`src/rtl/speck_enc_ctrl.sv`:
```
// speck_enc_ctrl: iterative Speck64/128 encryption controller, one round per clock
module speck_round #(
  parameter int W = 32
) (
  input  logic [W-1:0] x,
  input  logic [W-1:0] y,
  input  logic [W-1:0] key,
  output logic [W-1:0] x_new,
  output logic [W-1:0] y_new
);
  assign x_new = ({x[7:0], x[W-1:8]} + y) ^ key;
  assign y_new = {y[W-4:0], y[W-1:W-3]} ^ x_new;
endmodule

module speck_enc_ctrl #(
  parameter int W      = 32,
  parameter int M      = 4,
  parameter int ROUNDS = 27
) (
  input  logic           clk,
  input  logic           rst_n,
  input  logic           start,
  input  logic [M*W-1:0] key_in,
  input  logic [W-1:0]   pt_x,
  input  logic [W-1:0]   pt_y,
  output logic           ready,
  output logic           busy,
  output logic           done,
  output logic [W-1:0]   ct_x,
  output logic [W-1:0]   ct_y
);
  localparam int RW = $clog2(ROUNDS);
  typedef enum logic [1:0] {IDLE, RUN, DONE} state_t;
  state_t state, state_next;
  logic [W-1:0] x, y, k, x_nxt, y_nxt, l_new, k_nxt;
  logic [M-2:0][W-1:0] l;
  logic [M-1:0][W-1:0] l_sh;
  logic [RW-1:0] rnd;
  logic accept, last;
  assign ready  = state == IDLE || state == DONE;
  assign busy   = state == RUN;
  assign done   = state == DONE;
  assign accept = ready && start;
  assign last   = rnd == RW'(ROUNDS - 1);
  assign l_sh   = {l_new, l};
  speck_round #(.W(W)) u_data (.x(x), .y(y), .key(k), .x_new(x_nxt), .y_new(y_nxt));
  speck_round #(.W(W)) u_key (.x(l[0]), .y(k), .key(W'(rnd)), .x_new(l_new), .y_new(k_nxt));
  // state register
  always_ff @(posedge clk or negedge rst_n) begin
    if (!rst_n) state <= IDLE;
    else state <= state_next;
  end
  // next state: an accepted start always (re)enters RUN; DONE lasts one cycle
  always_comb state_next = accept ? RUN : (state == RUN) ? (last ? DONE : RUN) : IDLE;
  // round datapath and key schedule: load on accept, advance one round per RUN cycle
  always_ff @(posedge clk or negedge rst_n) begin
    if (!rst_n) begin
      x   <= '0;
      y   <= '0;
      k   <= '0;
      l   <= '0;
      rnd <= '0;
    end else if (accept) begin
      x   <= pt_x;
      y   <= pt_y;
      k   <= key_in[W-1:0];
      l   <= key_in[M*W-1:W];
      rnd <= '0;
    end else if (busy) begin
      x   <= x_nxt;
      y   <= y_nxt;
      k   <= k_nxt;
      l   <= l_sh[M-1:1];
      rnd <= last ? '0 : rnd + 1'b1;
    end
  end
  // ciphertext latches the final round result and holds it until the next block ends
  always_ff @(posedge clk or negedge rst_n) begin
    if (!rst_n) begin
      ct_x <= '0;
      ct_y <= '0;
    end else if (busy && last) begin
      ct_x <= x_nxt;
      ct_y <= y_nxt;
    end
  end
endmodule
```
`config.mk`:
```
export PLATFORM = sky130hd
export DESIGN_NAME = speck_enc_ctrl
export DESIGN_NICKNAME = d
export VERILOG_FILES = /design/src/rtl/speck_enc_ctrl.sv
export SDC_FILE = /design/constraint.sdc
export NUM_CORES = 1
export LEC_CHECK = 0
export CAP_MARGIN = 20
export CORE_MARGIN = 3
export CORE_UTILIZATION = 50
export CTS_CLUSTER_DIAMETER = 40
export DETAILED_ROUTE_END_ITERATION = 10
export PLACE_DENSITY = 0.79
export SKIP_LAST_GASP = 1
export SYNTH_ARGS = -nofsm -noshare
export SYNTH_HDL_FRONTEND = slang
export SYNTH_HIERARCHICAL = 1
export SYNTH_SLANG_ARGS = --single-unit
```
`constraint.sdc`:
```
create_clock -name clk -period 3.35 [get_ports clk]
set_input_delay 0.67 -clock clk [delete_from_list [all_inputs] [get_ports clk]]
set_output_delay 0.67 -clock clk [all_outputs]
set_load 0.02 [all_outputs]
```
### Word-level counts from Yosys, hierarchy flattened

Index checks and enable logic that the tools add are counted.

* bits in registers: 263
* bits of input ports: 195
* output and inout bits: 67
* logic and storage cells: 39

* add/subtract/negate cells: 3
* equality and inequality tests: 3
* muxes and demuxes: 14
* bitwise logic cells: 4
* reduce and logical (&&, ||, !) cells: 5

Operators with widths (number)
* $mux W32: 6
* $mux W96: 2
* $xor A32 B32 Y32: 3
* $add A32 B32 Y32: 2
* $xor A32 B5 Y32: 1
* $mux W5: 3
* $mux W2: 3
* $add A5 B1 Y5 const B: 1
* $eq A5 B5 Y1 const B: 1
* $eq A2 B1 Y1 const B: 1
* $eq A2 B2 Y1 const B: 1
* $logic_and A1 B1 Y1: 2
* $logic_not A2 Y1: 1
* $reduce_bool A2 Y1: 1
* $logic_or A1 B1 Y1: 1

### Logic depth before layout (Yosys ltp)

Gate-level depths: netlist of the first run.

* depth after elaboration: 5
* gate-level depth with buffers: 12
* depth with buffers taken out: 12

### Cells and area by module

The synthesis of the first run kept the hierarchy.

Modules (own cells, without submodules)
* speck_enc_ctrl: instances 1, cells an instance 1218, area an instance 11608.6 um^2, seq. area each 6581.3 um^2
* speck_round: instances 2, cells an instance 334, area an instance 2630.0 um^2, seq. area each 0.0 um^2

### Worst setup path before layout of the first run

No wires, ideal clock.

* kind: register to register
* start: register y[0]
* end: register ct_x[28]
* library setup time: 0.125 ns
* data arrival time: 2.995 ns
* required time: 3.225 ns
* setup slack: 0.230 ns
* stages on the path, launching flop included: 12
* buffers on the path: 0
* period minus slack after synthesis: 3.120 ns
* cell sequence: dfrtp_1 ha_1 inv_1 fa_1 and2b_2 o211ai_1 a2111oi_4 nor3_2 a2111oi_4 nor2_1 a311o_1 mux2_4

* longest elaborated chain between the ends: 2

RTL lines
* from (decl): RTL line 35 `logic [W-1:0] x, y, k, x_nxt, y_nxt, l_new, k_nxt;`
* from (signal assigned): RTL line 65 `y <= pt_y;`
* from (signal assigned): RTL line 71 `y <= y_nxt;`
* $add A32 B32 Y32: RTL line 11 `assign x_new = ({x[7:0], x[W-1:8]} + y) ^ key;`
* $xor A32 B32 Y32: RTL line 11
* net x_nxt[28]: RTL line 35
* to (signal assigned): RTL line 83 `ct_x <= x_nxt;`
* to (decl): RTL line 29 `output logic [W-1:0] ct_x,`

The timed path passes the listed nets, and every way through them passes these cells.
A chain may end at the register's enable or synchronous reset.

### Worst setup path in the final report of the first run

* start: register y[8]
* end: register ct_y[31]

* longest elaborated chain between the ends: 3

RTL lines
* $add A32 B32 Y32: RTL line 11
* $xor A32 B32 Y32: RTL line 11
* $xor A32 B32 Y32: RTL line 12 `assign y_new = {y[W-4:0], y[W-1:W-3]} ^ x_new;`
* net y_nxt[31]: RTL line 35
* to (signal assigned): RTL line 84 `ct_y <= y_nxt;`
* to (decl): RTL line 30 `output logic [W-1:0] ct_y`

The timed path passes the listed nets, and every way through them passes these cells.

==> PnR_summary.wiki, run 1 <==
{| class="wikitable"
! Metric !! Value
|-
| Area enclosed by the die boundary || approximately 36,000 µm²
|-
| Clock root buffer || sky130_fd_sc_hd__clkbuf_16
|-
| Clock period minus worst slack || 3.30 ns
|-
| DRC violation count after routing || 0
|-
| TritonCTS clock tree || yes
|-
| Post-synthesis cell type count || 73
|-
| Kind of capture point of the worst setup path || flop
|-
| Yosys warning count || 6
|-
| Finished Core Util || 0.651
|-
| Std-Cell Core Area || 32,900 µm²
|-
| Average wire per cell in the routed design || 20.0 µm
|-
| Fraction of layout cells with a size suffix above 1 || 0.111
|-
| HPWL after detailed placement || 39,700 µm
|-
| Critical path data required time || around 3.8 ns
|-
| Max-cap viol count || 0
|-
| Cell Area, Synth || about 17,000 µm²
|-
| Final Hold Viols || 0
|-
| Final wirelength || 52,700 µm
|-
| Most used cell along the critical path || sky130_fd_sc_hd__o21a_1
|-
| Reg2Reg Capture Point || ct_y[31]
|-
| Number of max-slew violations in the final report || 0
|-
| Chip height || roughly 190 µm
|-
| Final sum of negative setup slack || 0 ns
|-
| Syn Area/Cell || between 8 and 9 µm²
|-
| Top Family by Delay on Critical Path || compound AO/OA/AOI/OAI gates
|-
| Total clock buffers created by CTS || 40
|-
| Number of sinks handled by clock tree synthesis || 263
|-
| Arr. time, crit path || ~3.7 ns
|-
| Wire length of the first global-routing pass || about 83,000 µm
|-
| Max-slew headroom || 0.208
|-
| Number of storage elements in the synthesis netlist || between 200 and 300
|-
| Routability congestion estimate from global placement || around 0.94
|-
| Routed via count || 15,118
|-
| Highest clock frequency the design can meet || around 300 MHz
|-
| Via density || 5.73
|-
| Fraction of synthesis flops using an asynchronous set or reset pin || 1.00
|-
| Top-Level Pins || between 200 and 300
|-
| Crit Path Max Fanout || 8
|-
| Number of antenna-violating nets in the routed design || 0
|-
| Gate count of the mapped netlist || approximately 1,900
|-
| Register clock-pin slew on the reported worst setup and hold paths || roughly 0.06 ns
|-
| HP Class || input pin to asynchronous set/reset pin
|-
| Hold buffer count at CTS || 0
|-
| Reg-to-reg setup timing slack || 0.05 ns
|-
| Htree depth || 2
|-
| Classification of the worst setup path || flop to flop
|-
| Row Count || 66
|-
| Series of cell instances along the critical path || ha_1, nand2_1, o21a_1, o21a_1, a2111oi_2, o41ai_2, o31ai_1, xnor3_1, mux2_2
|-
| Ys flop type || sky130_fd_sc_hd__dfrtp_1
|-
| Maximum buffer depth of the clock tree || 3
|-
| Highest cell delay on the worst timing path || around 0.56 ns
|-
| Setup violations, final || 0
|-
| Final clock skew || around 0.02 ns
|-
| Post-synthesis sequential area ratio || 0.390
|-
| Number of diodes || 0
|-
| Most frequent standard cell in the layout excluding fill and tap cells || sky130_fd_sc_hd__nand2_1
|-
| Initial Utilization || 0.513
|-
| Tot GR Track Use || 0.287
|-
| Minimum setup slack after placement || -0.00783 ns
|-
| Setup repair after global routing missed its margin || yes
|-
| Iteration count of the initial detailed-routing pass || 6
|-
| Pin count of the biggest net entering global routing || a little under 300
|-
| Element type at the critical path start || flop
|-
| Latest clock arrival within the worst-skew pair || roughly 0.53 ns
|-
| Instance count after placement with tap cells included || approximately 2,600
|-
| Antenna violations before repair || 0
|-
| Final worst-path setup slack || ~0.046 ns
|-
| Bufs and invs on worst path || 0
|-
| Count of filler cells inserted in the layout || about 2,700
|-
| Cell count of the worst reg-to-reg path || 9
|-
| Slew at the pin closest to its max-slew limit || 1.19 ns
|-
| Number of synthesized flops with an enable pin || 0
|-
| Tcrit/Tclk final || 0.986
|-
| Run status || complete, no violations
|-
| Growth of design area from synthesis to finish || 26.9%
|-
| Worst reg2reg path startpoint || y[8]
|-
| Vias in the first global route || approximately 15,000
|-
| Number of DRC violations after detailed-routing iteration 0 || 1,125
|-
| Die X || roughly 190 µm
|-
| Total Nets Final || about 2,400
|-
| Leading cell types in the layout, fill and taps excluded || sky130_fd_sc_hd__nand2_1 (430), sky130_fd_sc_hd__dfrtp_1 (263), sky130_fd_sc_hd__clkdlybuf4s50_1 (260)
|-
| Number of standard cells in the layout, taps in and fillers out || 2,637
|-
| Gr ovfl total || 0
|-
| Slowest-stage cell, CP || sky130_fd_sc_hd__a2111oi_2
|-
| Number of buffer cells added on primary ports || approximately 260
|}
metal layers:
metal  track usage  part of all wire
met3        0.0521             0.076
met4         0.103             0.037
met5             0                 0
met1         0.397              0.43
met2         0.456              0.46
sequential cells by signal, indices dropped and copies added, names as in the netlist:
register  count
l            96
state         2
y            32
rnd           5
ct_y         32
x            32
ct_x         32
k            32
logic make-up after synthesis:
family,after synthesis,share of synthesized area
buffers and inverters,145,0.0538
adders and majority gates,66,0.0498
DFF,263,0.390
xor gates and xnor gates,192,0.108
other,1,0.000222
and+or+nand+nor,759,0.188
muxes,67,0.0554
AOI/OAI and AO/OA,393,0.155
cells in the mapped netlist, types with 6 or more instances:
| cell | n | area, µm² |
|---|---|---|
| sky130_fd_sc_hd__a21o_1 | 18 | 135 |
| sky130_fd_sc_hd__a21oi_1 | 62 | 310 |
| sky130_fd_sc_hd__a31oi_1 | 194 | 1210 |
| sky130_fd_sc_hd__buf_1 | 7 | 26.3 |
| sky130_fd_sc_hd__buf_12 | 6 | 120 |
| sky130_fd_sc_hd__buf_2 | 41 | 205 |
| sky130_fd_sc_hd__buf_4 | 19 | 143 |
| sky130_fd_sc_hd__clkbuf_1 | 33 | 124 |
| sky130_fd_sc_hd__clkbuf_8 | 6 | 82.6 |
| sky130_fd_sc_hd__dfrtp_1 | 263 | 6580 |
| sky130_fd_sc_hd__ha_1 | 64 | 801 |
| sky130_fd_sc_hd__inv_1 | 23 | 86.3 |
| sky130_fd_sc_hd__mux2_2 | 15 | 169 |
| sky130_fd_sc_hd__mux2_4 | 49 | 736 |
| sky130_fd_sc_hd__nand2_1 | 430 | 1610 |
| sky130_fd_sc_hd__nand3_1 | 24 | 120 |
| sky130_fd_sc_hd__nand4_1 | 22 | 138 |
| sky130_fd_sc_hd__nor2_1 | 224 | 841 |
| sky130_fd_sc_hd__nor2b_1 | 12 | 75.1 |
| sky130_fd_sc_hd__nor3_1 | 12 | 60.1 |
| sky130_fd_sc_hd__o211ai_1 | 6 | 45.0 |
| sky130_fd_sc_hd__o21a_1 | 14 | 105 |
| sky130_fd_sc_hd__o21ai_0 | 38 | 190 |
| sky130_fd_sc_hd__o21bai_1 | 6 | 45.0 |
| sky130_fd_sc_hd__xnor2_1 | 88 | 771 |
| sky130_fd_sc_hd__xnor3_1 | 10 | 225 |
| sky130_fd_sc_hd__xor2_1 | 94 | 823 |
layout make-up:
class                           count  area (µm²)  share of cell area
Inverter                           23        86.3             0.00403
Timing Repair Buffer              334        3270               0.153
Clock inverter                     23         307              0.0143
Multi-Input combinational cell   1505        9540               0.446
Sequential cell                   263        6580               0.308
Clock buffer                       47        1070              0.0499
Tap cell                          442         553              0.0258
metrics by stage:
| step | area [µm²] | hold slack (ns) |
|---|---|---|
| after floorplan | 17000 | 0.374 |
| after CTS | 21300 | 0.106 |
| after detailed placement | 20000 | 0.493 |
| after global routing | 21400 | 0.122 |
| after global placement | 20000 | 0.493 |
| final | 21400 | 0.0887 |
worst max path at each step:
stage | start | end | slack [ns] | depth (start not counted)
6_report | y[8] | ct_y[31] | 0.05 | 9
2_1_floorplan | y[0] | ct_x[28] | 0.23 | 11
4_1_cts | y[0] | y[26] | 0.0009 | 12
5_1_grt | y[8] | ct_y[31] | -0.09 | 9
3_3_place_gp | y[0] | ct_x[28] | 0.08 | 12
3_5_place_dp | k[0] | l[92] | -0.008 | 12
timing repair:
action	CTS	global route
gates resized for setup	1	9
endpoints found under the setup margin	3	34
buffers inserted	0	4
pin swaps	5	9
worst reg2reg max path, stage by stage (launching register included):
cell and delay, ns:
sky130_fd_sc_hd__dfrtp_1 0.41, sky130_fd_sc_hd__ha_1 0.44, sky130_fd_sc_hd__nand2_1 0.11, sky130_fd_sc_hd__o21a_1 0.23, sky130_fd_sc_hd__o21a_1 0.20, sky130_fd_sc_hd__a2111oi_2 0.56, sky130_fd_sc_hd__o41ai_2 0.20, sky130_fd_sc_hd__o31ai_1 0.45
sky130_fd_sc_hd__xnor3_1 0.30, sky130_fd_sc_hd__mux2_2 0.27
Power of run 1 is not shown: default switching activity piles up to over one toggle a cycle in this logic, so the estimate is an artifact.
==> run 2, diff against run 1 <==
--- a/config.mk
+++ b/config.mk
@@ -7,12 +7,11 @@
 export LEC_CHECK = 0
 export CAP_MARGIN = 20
 export CORE_MARGIN = 3
-export CORE_UTILIZATION = 50
+export CORE_UTILIZATION = 40
 export CTS_CLUSTER_DIAMETER = 40
 export DETAILED_ROUTE_END_ITERATION = 10
-export PLACE_DENSITY = 0.79
+export PLACE_DENSITY = 0.67
 export SKIP_LAST_GASP = 1
 export SYNTH_ARGS = -nofsm -noshare
 export SYNTH_HDL_FRONTEND = slang
-export SYNTH_HIERARCHICAL = 1
 export SYNTH_SLANG_ARGS = --single-unit
==> PnR_summary.wiki, run 2 <==
{| class="wikitable"
! Metric !! Value
|-
| Run status || complete, no violations
|-
| Pin count of the biggest net entering global routing || 121 (-59%)
|-
| Kind of capture point of the worst setup path || flop
|-
| Iteration count of the initial detailed-routing pass || 5 (-1)
|-
| Max-slew headroom || 0.227 (+0.0195)
|-
| DRC violation count after routing || 0 (unchanged)
|-
| Slew at the pin closest to its max-slew limit || 1.16 ns (-0.0293 ns)
|-
| Critical path data required time || 3.73 ns (-0.02 ns)
|-
| Routability congestion estimate from global placement || 0.927 (-1.4%)
|-
| Leading cell types in the layout, fill and taps excluded || sky130_fd_sc_hd__nand2_1 (284), sky130_fd_sc_hd__dfrtp_1 (263), sky130_fd_sc_hd__clkdlybuf4s50_1 (260)
|-
| Vias in the first global route || 13,056 (-13%)
|-
| Slowest-stage cell, CP || sky130_fd_sc_hd__a2111o_1
|-
| Cell type contributing the most total cell area after synthesis || sky130_fd_sc_hd__dfrtp_1
|-
| Most frequent standard cell in the layout excluding fill and tap cells || sky130_fd_sc_hd__nand2_1
|-
| Number of synthesized flops with an enable pin || 0 (unchanged)
|-
| Top Family by Delay on Critical Path || compound AO/OA/AOI/OAI gates
|-
| Gr ovfl total || 0 (unchanged)
|-
| Post-Synthesis Net Count || between 1,500 and 2,000
|-
| HP Class || input pin to asynchronous set/reset pin
|-
| Post-synthesis sequential area ratio || 0.452 (+0.0616)
|-
| Number of DRC violations after detailed-routing iteration 0 || 990 (-12%)
|-
| Maximum buffer depth of the clock tree || 3 (unchanged)
|-
| Number of diodes || 0 (unchanged)
|-
| Post-synthesis cell type count || 64 (-12%)
|-
| Number of antenna-violating nets in the routed design || 0 (unchanged)
|-
| TritonCTS clock tree || yes
|-
| Die X || 197 µm (+3.8%)
|-
| Register clock-pin slew on the reported worst setup and hold paths || 0.06 ns (about the same)
|-
| Row Count || 69 (+4.5%)
|-
| Crit Path Max Fanout || 3 (-5)
|-
| Antenna violations before repair || 1 (+1)
|-
| Number of storage elements in the synthesis netlist || 263 (unchanged)
|-
| Element type at the critical path start || flop
|-
| Total clock buffers created by CTS || 43 (+7.5%)
|-
| Bufs and invs on worst path || 1 (+1)
|-
| Chip height || 197 µm (+3.8%)
|-
| Most frequent cell after synthesis || sky130_fd_sc_hd__nand2_1
|-
| Classification of the worst setup path || flop to flop
|-
| Largest cells by area after synthesis || sky130_fd_sc_hd__dfrtp_1 (45%), sky130_fd_sc_hd__a22oi_1 (9.7%), sky130_fd_sc_hd__nand2_1 (7.3%)
|-
| Number of max-slew violations in the final report || 0 (unchanged)
|-
| Largest reg by FF count || l
|-
| Routed via count || 12,963 (-14%)
|-
| Ys flop type || sky130_fd_sc_hd__dfrtp_1
|-
| Highest clock frequency the design can meet || 309 MHz (+2.2%)
|-
| Number of buffer cells added on primary ports || 261 (unchanged)
|-
| Cell Area, Synth || 14,600 µm² (-14%)
|-
| Syn Area/Cell || 9.45 µm² (+5.6%)
|-
| Tot GR Track Use || 0.245 (-0.0422)
|-
| HPWL after detailed placement || 36,000 µm (-9.3%)
|-
| Highest cell delay on the worst timing path || 0.48 ns (-0.08 ns)
|-
| Count of filler cells inserted in the layout || 3,255 (+21%)
|-
| Register Area || 6580 µm² (unchanged)
|-
| Number of sinks handled by clock tree synthesis || 263 (unchanged)
|-
| Most frequent cells after synthesis || sky130_fd_sc_hd__nand2_1 (284), sky130_fd_sc_hd__dfrtp_1 (263), sky130_fd_sc_hd__a22oi_1 (189)
|-
| Arr. time, crit path || 3.61 ns (-0.10 ns)
|-
| Latest clock arrival within the worst-skew pair || 0.54 ns (about the same)
|-
| Yosys warning count || 0 (-6)
|-
| Flip-flop count of the largest register after layout || 96 (unchanged)
|-
| Final clock skew || 0.0244 ns (+0.00494 ns)
|-
| Clock period minus worst slack || 3.23 ns (-0.0706 ns)
|-
| Setup violations, final || 0 (unchanged)
|-
| Number of standard cells in the layout, taps in and fillers out || 2,281 (-14%)
|-
| Tcrit/Tclk final || 0.965 (-0.0211)
|-
| Area of combinational cells with multiple inputs || 7650 µm² (-20%)
|-
| Wire length of the first global-routing pass || 74,800 µm (-9.3%)
|-
| Instance count after placement with tap cells included || 2,199 (-14%)
|-
| Max-cap viol count || 0 (unchanged)
|-
| Final sum of negative setup slack || 0 ns (unchanged)
|-
| Minimum setup slack after placement || 0.0929 ns (+0.101 ns)
|-
| Gate count of the mapped netlist || 1,542 (-18%)
|-
| Average wire per cell in the routed design || 21.2 µm (+6.2%)
|-
| Final wirelength || 48,400 µm (-8.1%)
|-
| Std-Cell Core Area || 35,700 µm² (+8.7%)
|-
| Top-Level Pins || 262 (unchanged)
|-
| Initial Utilization || 0.408 (-0.106)
|-
| Clock root buffer || sky130_fd_sc_hd__clkbuf_16
|-
| Fraction of layout cells with a size suffix above 1 || 0.0769 (-0.0338)
|-
| Top-area cell type share of the netlist area || 0.452 (+0.0616)
|-
| Final worst-path setup slack || 0.116 ns (+0.0706 ns)
|-
| Series of cell instances along the critical path || ha_1, inv_1, fa_1, nor2b_1, o21ai_1, nand2b_1, a2111o_1, a311o_1, a21o_1, a21oi_1, xnor2_1, xnor2_1, o21ai_0
|-
| Setup repair after global routing missed its margin || yes
|-
| Htree depth || 2 (unchanged)
|-
| Via density || 5.68 (-0.87%)
|-
| Most used cell along the critical path || sky130_fd_sc_hd__xnor2_1
|-
| Growth of design area from synthesis to finish || 32.6%
|-
| Total Nets Final || 2,046 (-16%)
|-
| Area enclosed by the die boundary || 38,700 µm² (+7.7%)
|-
| Fraction of synthesis flops using an asynchronous set or reset pin || 1.00 (unchanged)
|-
| Final Hold Viols || 0 (unchanged)
|}
-- run 2: through the flow --
stage	util	hold slack, ns	instance area, µm²
2_1_floorplan	-	0.374	14600
4_1_cts	0.538	0.0995	19200
3_5_place_dp	0.496	0.463	17700
5_1_grt	0.540	0.119	19300
6_report	0.540	0.0898	19300
3_3_place_gp	0.496	0.458	17700
-- run 2: path summary, 6_finish.rpt --
kind	slack, ns	cells after the start	to	start
worst max-delay path	0.12	13	y[14]	y[0]
worst min-delay path	0.09	1	ct_x[12]	rst_n
worst max register to register	0.12	13	y[14]	y[0]
worst min register to register	0.47	2	l[36]	l[36]
max in group asynchronous	2.42	2	l[75]	rst_n
min in group clk	0.47	2	l[36]	l[36]
-- run 2: area by class of cell --
cell class,count,area share
flip-flops and latches,263,0.341
repair buffers,294,0.152
clock inverters,34,0.0198
multi-input cells,1164,0.396
well taps,461,0.0299
clock buffers,46,0.0579
inverters,19,0.00369
-- run 2: repair_timing --
| item | in CTS | in global routing |
|---|---|---|
| buffers inserted | 0 | 2 |
| hold buffers | 0 | 0 |
| resized for setup | 0 | 9 |
| endpoints found under the hold margin | 0 | 0 |
| setup endpoints to repair | 0 | 19 |
-- run 2: metal layers --
layer	global-route usage	vias up	wire, µm
met1	0.348	6338	21500
met5	0	-	13
li1	-	6036	-
met2	0.394	520	22400
met3	0.0431	67	3470
met4	0.0583	2	987
-- run 2: worst register-to-register path: stages, from the launching register on --
cell and delay (ns):
sky130_fd_sc_hd__dfrtp_1 0.40, sky130_fd_sc_hd__ha_1 0.22, sky130_fd_sc_hd__inv_1 0.08, sky130_fd_sc_hd__fa_1 0.21, sky130_fd_sc_hd__nor2b_1 0.06, sky130_fd_sc_hd__o21ai_1 0.13, sky130_fd_sc_hd__nand2b_1 0.12, sky130_fd_sc_hd__a2111o_1 0.48
sky130_fd_sc_hd__a311o_1 0.42, sky130_fd_sc_hd__a21o_1 0.20, sky130_fd_sc_hd__a21oi_1 0.16, sky130_fd_sc_hd__xnor2_1 0.27, sky130_fd_sc_hd__xnor2_1 0.22, sky130_fd_sc_hd__o21ai_0 0.11
-- run 2: logic make-up after synthesis --
family          synth area share
compound gates             0.249
simple gates               0.111
flops                      0.452
xor+xnor                   0.101
buf+inv                   0.0296
fa+ha+maj                 0.0577
Power of run 2 is left out for the same reason.
